`src/rtl/if_fetch_unit.sv`:
```
// IF stage: one outstanding imem request per PC, fetched word loaded into the IF/ID register.
// Latency: >=2 cycles per instruction; instruction visible on valid_d one edge after rvalid.
// Backpressure: fstall parks a returned word in a one-entry buffer; stop holds the PC until delivery.
module if_fetch_unit #(
    parameter logic [31:0] NOP_INST       = 32'h0000_0013,
    parameter int unsigned TIMEOUT_CYCLES = 16
) (
    input  logic        clk,
    input  logic        rstn,
    input  logic [31:0] pc_i,
    input  logic        flush,
    input  logic        fstall,
    output logic        stop,
    output logic        imem_req,
    output logic [31:0] imem_addr,
    input  logic        imem_gnt,
    input  logic        imem_rvalid,
    input  logic [31:0] imem_rdata,
    output logic        valid_d,
    output logic [31:0] inst_d,
    output logic [31:0] pc_d,
    output logic        fetch_err
);

    typedef enum logic [1:0] {S_IDLE, S_REQ, S_WAIT, S_HOLD} state_e;

    state_e      state_q, state_d;
    logic [31:0] req_pc_q, req_pc_d;
    logic        drop_q, drop_d;
    logic [31:0] buf_inst_q, buf_inst_d;
    logic [31:0] buf_pc_q, buf_pc_d;
    logic        valid_q, valid_nx;
    logic [31:0] inst_q, inst_nx;
    logic [31:0] pc_q, pc_nx;

    logic        deliver;
    logic [31:0] dlv_inst;
    logic [31:0] dlv_pc;
    logic        req;

`ifdef FETCH_TIMEOUT_EN
    localparam logic [7:0] TO_LIM = 8'(TIMEOUT_CYCLES);
    logic [7:0] cnt_q, cnt_d;
    logic       err_q, err_d;
`endif

    assign imem_req  = req;
    assign imem_addr = pc_i;
    assign stop      = !deliver && !flush;

    always_comb begin
        state_d    = state_q;
        req_pc_d   = req_pc_q;
        drop_d     = drop_q;
        buf_inst_d = buf_inst_q;
        buf_pc_d   = buf_pc_q;
        req        = 1'b0;
        deliver    = 1'b0;
        dlv_inst   = imem_rdata;
        dlv_pc     = req_pc_q;
`ifdef FETCH_TIMEOUT_EN
        cnt_d      = cnt_q;
        err_d      = err_q;
`endif
        case (state_q)
            S_IDLE: state_d = S_REQ;
            S_REQ: begin
                req = !flush;
                if (imem_rvalid && drop_q) drop_d = 1'b0;
                if (imem_gnt && !flush) begin
                    req_pc_d = pc_i;
                    state_d  = S_WAIT;
`ifdef FETCH_TIMEOUT_EN
                    cnt_d    = 8'd0;
`endif
                end
            end
            S_WAIT: begin
                if (imem_rvalid) begin
                    if (drop_q || flush) begin
                        drop_d  = 1'b0;
                        state_d = S_REQ;
                    end else if (fstall) begin
                        buf_inst_d = imem_rdata;
                        buf_pc_d   = req_pc_q;
                        state_d    = S_HOLD;
                    end else begin
                        deliver = 1'b1;
                        state_d = S_REQ;
                    end
                end else begin
                    if (flush) drop_d = 1'b1;
`ifdef FETCH_TIMEOUT_EN
                    cnt_d = cnt_q + 8'd1;
                    if (cnt_d == TO_LIM) begin
                        err_d   = 1'b1;
                        drop_d  = 1'b1;
                        state_d = S_REQ;
                    end
`endif
                end
            end
            S_HOLD: begin
                if (flush) begin
                    state_d = S_REQ;
                end else if (!fstall) begin
                    deliver  = 1'b1;
                    dlv_inst = buf_inst_q;
                    dlv_pc   = buf_pc_q;
                    state_d  = S_REQ;
                end
            end
            default: state_d = S_IDLE;
        endcase
    end

    always_comb begin
        valid_nx = 1'b0;
        inst_nx  = NOP_INST;
        pc_nx    = pc_q;
        if (flush) begin
            valid_nx = 1'b0;
            inst_nx  = NOP_INST;
        end else if (deliver) begin
            valid_nx = 1'b1;
            inst_nx  = dlv_inst;
            pc_nx    = dlv_pc;
        end else if (fstall) begin
            valid_nx = valid_q;
            inst_nx  = inst_q;
        end
    end

    always_ff @(posedge clk or negedge rstn) begin
        if (!rstn) begin
            state_q    <= S_IDLE;
            req_pc_q   <= 32'd0;
            drop_q     <= 1'b0;
            buf_inst_q <= 32'd0;
            buf_pc_q   <= 32'd0;
            valid_q    <= 1'b0;
            inst_q     <= NOP_INST;
            pc_q       <= 32'd0;
        end else begin
            state_q    <= state_d;
            req_pc_q   <= req_pc_d;
            drop_q     <= drop_d;
            buf_inst_q <= buf_inst_d;
            buf_pc_q   <= buf_pc_d;
            valid_q    <= valid_nx;
            inst_q     <= inst_nx;
            pc_q       <= pc_nx;
        end
    end

`ifdef FETCH_TIMEOUT_EN
    always_ff @(posedge clk or negedge rstn) begin
        if (!rstn) begin
            cnt_q <= 8'd0;
            err_q <= 1'b0;
        end else begin
            cnt_q <= cnt_d;
            err_q <= err_d;
        end
    end
    assign fetch_err = err_q;
`else
    assign fetch_err = 1'b0;
`endif

    assign valid_d = valid_q;
    assign inst_d  = inst_q;
    assign pc_d    = pc_q;

endmodule

```
`config.mk`:
```
export PLATFORM = sky130hd
export DESIGN_NAME = if_fetch_unit
export DESIGN_NICKNAME = d
export VERILOG_FILES = /design/src/rtl/if_fetch_unit.sv
export SDC_FILE = /design/constraint.sdc
export NUM_CORES = 1
export LEC_CHECK = 0
export BUFFER_PORTS_ARGS = -buffer_cell sky130_fd_sc_hd__buf_4
export CAP_MARGIN = 40
export CORE_MARGIN = 2
export CORE_UTILIZATION = 40
export CTS_CLUSTER_SIZE = 14
export DETAILED_ROUTE_END_ITERATION = 10
export PLACE_DENSITY = 0.6
export SETUP_SLACK_MARGIN = 0.15
export SKIP_CTS_REPAIR_TIMING = 1
export SLEW_MARGIN = 20
export SYNTH_ARGS = -nofsm -noshare
export SYNTH_HDL_FRONTEND = slang
export SYNTH_SLANG_ARGS = --single-unit
```
`constraint.sdc`:
```
create_clock -name clk -period 2.2 [get_ports clk]
set_input_delay 0.33 -clock clk [delete_from_list [all_inputs] [get_ports clk]]
set_output_delay 0.33 -clock clk [all_outputs]
set_load 0.005 [all_outputs]
```
# Yosys cells after proc, flatten, opt, wreduce, memory -nomap -nowiden
# Index checks and enable logic that the tools add are counted.
# word_totals
regBits	164
in_bits	70
out_inout_bits	100
word_cells	61
# op_classes
eq_ne	10
mux	28
bitwise	2
reduce_logical	13
# ops
op	n
32-bit 2-to-1 mux	7
1-bit 2-to-1 mux	12
2-bit 2-to-1 mux	6
3-bit != test (second input constant)	3
2-bit case mux with 4 select lines	1
2-bit != test (second input constant)	3
3-bit AND reduction	2
2-bit == test (second input constant)	2
1-bit case mux with 2 select lines	2
2-bit AND reduction	2
4-bit AND reduction	1
1-bit logical AND	3
3-bit by 2-bit != test with 1-bit output (second input constant)	1
2-bit by 1-bit == test with 1-bit output (second input constant)	1
1-bit logical NOT	2
2-bit logical NOT	1
1-bit NOT	2
2-bit nonzero test	1
1-bit logical OR	1

# Longest topological paths before layout
# depth
ltp_word	6
mapped_depth	7
mapped_depth_nobuf	5

# Least setup slack after synthesis
# OpenSTA, ideal clock, no wires.
# synth_path
kind	reg-to-reg
startpoint	reg state_q[0]
endpoint	reg pc_q[10], in the netlist pc_d[10]
setup_time_ns	0.125
t_arrival_ns	1.761
required_time_ns	2.075
slack_ns	0.314
stages_incl_launch_ff	7
path_buffers	1
period_less_slack_ns	1.886
cell_sequence	dfrtp_1 inv_1 ha_1 nand3b_4 a211oi_4 buf_6 mux2_2
# synth_via
elab_chain_cells	3
elab_cells_between_ends	5
cone_classes	eq/ne (2); mux (2); reduce/logical (1)
# synth_rtl
element	line_no	rtl
from (decl)	27	state_e state_q, state_d;
from (signal assigned)	145	state_q <= state_d;
2-bit == test	65	case (state_q)
1-bit case mux with 2 select lines	65	
2-bit AND reduction (no line)	--	
to (signal assigned)	152	pc_q <= pc_nx;
to (decl)	34	logic [31:0] pc_q, pc_nx;
# Several ways; a longest one is shown, not always the timed one.
# A chain may end at the register's enable or synchronous reset.

# Worst setup path in the final report
# layout_path
startpoint	reg state_q[0]
endpoint	out stop
# layout_via
elab_chain_cells	4
elab_cells_between_ends	5
cone_classes	eq/ne (2); mux (1); reduce/logical (2)
# layout_rtl
element	line_no	rtl
2-bit == test	65	
1-bit case mux with 2 select lines *	65	
1-bit logical NOT *	49	assign stop = !deliver && !flush;
1-bit logical AND *	49	
to (decl)	13	output logic stop,
# Every way passes the cells marked *; elsewhere a longest branch is shown, timed or not.

==> metrics.md <==
| Metric | Value |
|---|---|
| Top post-synthesis cells by area | dfrtp_1 (56%), mux2_2 (25%), mux2i_1 (4.4%), buf_4 (3.5%), o21ai_0 (2.1%) |
| Hold WS | approximately 140 ps |
| Num rows | ~50 |
| # setup viols final | 0 |
| Die W | ~140 um |
| Unrepaired setup endpoints after global routing | no |
| Total track usage | 0.1629 |
| Tcrit/Tclk final | 0.8983 |
| Sequential area share after synthesis | 0.5685 |
| Post-DP HPWL | between 10000 and 15000 um |
| Outcome | complete, no violations |
| Layout area overhead | 26.65% |
| Yosys top cell area share | 0.5576 |
| Worst-case vdd ir drop | ~570 uV |
| Worst-Skew Late Latency | around 430 ps |
| Combinational cell fraction of total power | 0.287 |
| Drt first pass iters | 4 |
| Root Driver | clkbuf_16 |
| Static leakage | roughly 0.0046 uW |
| Placement Cell Area | between 8000 and 9000 sq um |
| CTS tree | built |
| Hold depth | 2 |
| Vias per cell | between 4 and 5 |
| Pwr dens | around 1200 nW/um^2 |
| First-pass GRT wire length | 24740 um |
| Core Region | 17840 sq um |
| Worst R2R Path Depth | 8 |
| Synth Net Count | slightly below 600 |
| RePlAce Congestion | between 0.7 and 0.8 |
| TNS Setup | 0 ps |
| Total gr overflow | 0 |
| Element type at the critical path start | flop |
| Buffers and inverters on the worst path | 2 |
| Share of cells above drive strength 1 | 0.5806 |
| Tmin final | a little under 2000 ps |
| Crit. End Element | output pin |
| Number of routed nets with antenna violations | 0 |
| Required time worst endpoint | approximately 1900 ps |
| Final Hold Vio Count | 0 |
| Design area | slightly above 9000 sq um |
| Max-Cap Viols | 0 |
| CP max stage delay | ~410 ps |
| N_diodes | 0 |
| Arrival time of the worst setup path | 1650 ps |
| Synth cell types | 31 |
| Register share of total power | 0.448 |
| WS Path Type | reg -> out |
| Routed len/inst | approximately 17 um |
| Sw power | 2905 uW |
| Crit. path cell count | 6 |
| # DRC | 0 |
| Main synth FF type | dfrtp_1 |
| Synth cell count leaders | dfrtp_1 (161), mux2_2 (158), buf_4 (34) |
| Synth Warn # | 0 |
| Ys async rst share | 1.000 |
| Final-report max-slew violation count | 0 |
| Clock Sinks | ~160 |
| Syn avg cell area | 14.14 sq um |
| Initial antenna violation count | 0 |
| Slew of the pin with the lowest slew margin | approximately 560 ps |
| Drt total wl | 15010 um |
| Slew HR | 0.6288 |
| Worst-path clk slew | ~60 ps |
| Min-delay worst type | in -> reg |
| Yosys reg bits | 164 |
| CP top delay family | flip-flops |
| # port buffers | roughly 170 |
| Top-count cell post-synth | dfrtp_1 |
| Worst path slowest cell | dfrtp_1 |
| Post-Syn Area | about 7200 sq um |
| Crit path max fanout | 4 |
| Total number of vias | about 4400 |
| Area of the die | approximately 19000 sq um |
| Cell Chain, Critical Path | inv_2, ha_4, nand3b_4, a211oi_4, nor2_1, buf_4 |
| Number of DRC violations after detailed-routing iteration 0 | about 160 |
| Initial Utilization | 0.4050 |
| Switching portion of total power | 0.2679 |
| Nets | 731 |
| Max Root-Sink Buffers | 2 |
| Fin Clk Skew | about 15 ps |
| # fillers | 1539 |
| # IOs | between 150 and 200 |
| Clk pwr share | 0.265 |
| Mapped Cells | roughly 510 |
| # H-tree levels | 4 |
| Number of synthesized flops with an enable pin | 0 |
| Pin count of the biggest net entering global routing | 57 |
| Fmax | ~510 MHz |
| Internal power | ~7900 uW |
| CTS Buf Count | 17 |
| Yosys top cell by area | dfrtp_1 |
| Vias in the first global route | roughly 4700 |
| Die extent in y | between 100 and 150 um |
## layer usage
layer	global-route usage	wire length (um)
met1	0.2227	6956
met2	0.2517	7052
met3	0.04676	863
met4	0.05317	143
met5	0	0
## cell families after synthesis
logic type,after synthesis,synth area share
AOI/OAI and AO/OA,39,0.03117
buffers and inverters,64,0.06563
and+or+nand+nor,47,0.03273
other,1,0.0005190
adders and majority gates,3,0.005195
muxes,193,0.2963
DFF,164,0.5685
## final cells by class
type	instances	area, sq um	area share
Inverter	4	15.01	0.001641
Multi-Input combinational cell	283	2669	0.2916
Sequential cell	164	4109	0.4490
Clock buffer	22	464.2	0.05072
Clock inverter	9	102.6	0.01121
Timing Repair Buffer	188	1505	0.1645
Tap cell	229	286.5	0.03131
## power groups by stage
stage	sequential [uW]	combinational, uW	clock (uW)
after floorplan	4730	2030	0
after global placement	4850	3030	0
after detailed placement	4920	3140	0
after CTS	4870	3140	2950
after global routing	5030	3410	3080
final	4860	3110	2870
## registers in the layout (all words and copies together) (netlist names)
| register | count |
|---|---|
| buf_pc_q | 32 |
| pc_d | 32 |
| valid_d | 1 |
| inst_d | 32 |
| req_pc_q | 32 |
| state_q | 2 |
| drop_q | 1 |
| buf_inst_q | 32 |
## final timing paths
check	from	to	slack, ps
worst min-delay path	pc_i[24]	req_pc_q[24]$_DFFE_PN0P_	140
worst max-delay path	state_q[0]$_DFFE_PN0P_	stop	220
max in group asynchronous	rstn	inst_d[0]$_DFFE_PN1P_	1040
worst min register to register	inst_d[10]$_DFFE_PN0P_	inst_d[10]$_DFFE_PN0P_	480
min in group asynchronous	rstn	inst_d[13]$_DFFE_PN0P_	440
worst max register to register	state_q[0]$_DFFE_PN0P_	pc_d[31]$_DFFE_PN0P_	260
## layout by cell type, fill, tap and decap left out, types with 2 or more instances in the layout
| master | n |
|---|---|
| bufinv_16 | 2 |
| dfrtp_1 | 160 |
| nand2b_4 | 2 |
| mux2_2 | 158 |
| nor2_1 | 5 |
| inv_6 | 2 |
| clkbuf_1 | 3 |
| clkbuf_16 | 17 |
| buf_12 | 7 |
| buf_4 | 179 |
| nand2_1 | 31 |
| mux2i_1 | 32 |
| dfstp_2 | 3 |
| o21ai_0 | 30 |
| inv_1 | 3 |
| mux2_4 | 2 |
| clkinv_2 | 5 |
| clkbuf_8 | 2 |
| a21oi_1 | 4 |
## stage by stage
stage	power [uW]	util	setup slack [ps]	std cells
after global routing	11520	0.5129	144.0	899
after global placement	7871	0.4789	306.6	865
final	10840	0.5129	223.8	899
after floorplan	6765	-	314.3	511
after CTS	10970	0.5106	3.467	896
after detailed placement	8055	0.4789	234.5	865
Power figures use the tool's default switching activity.
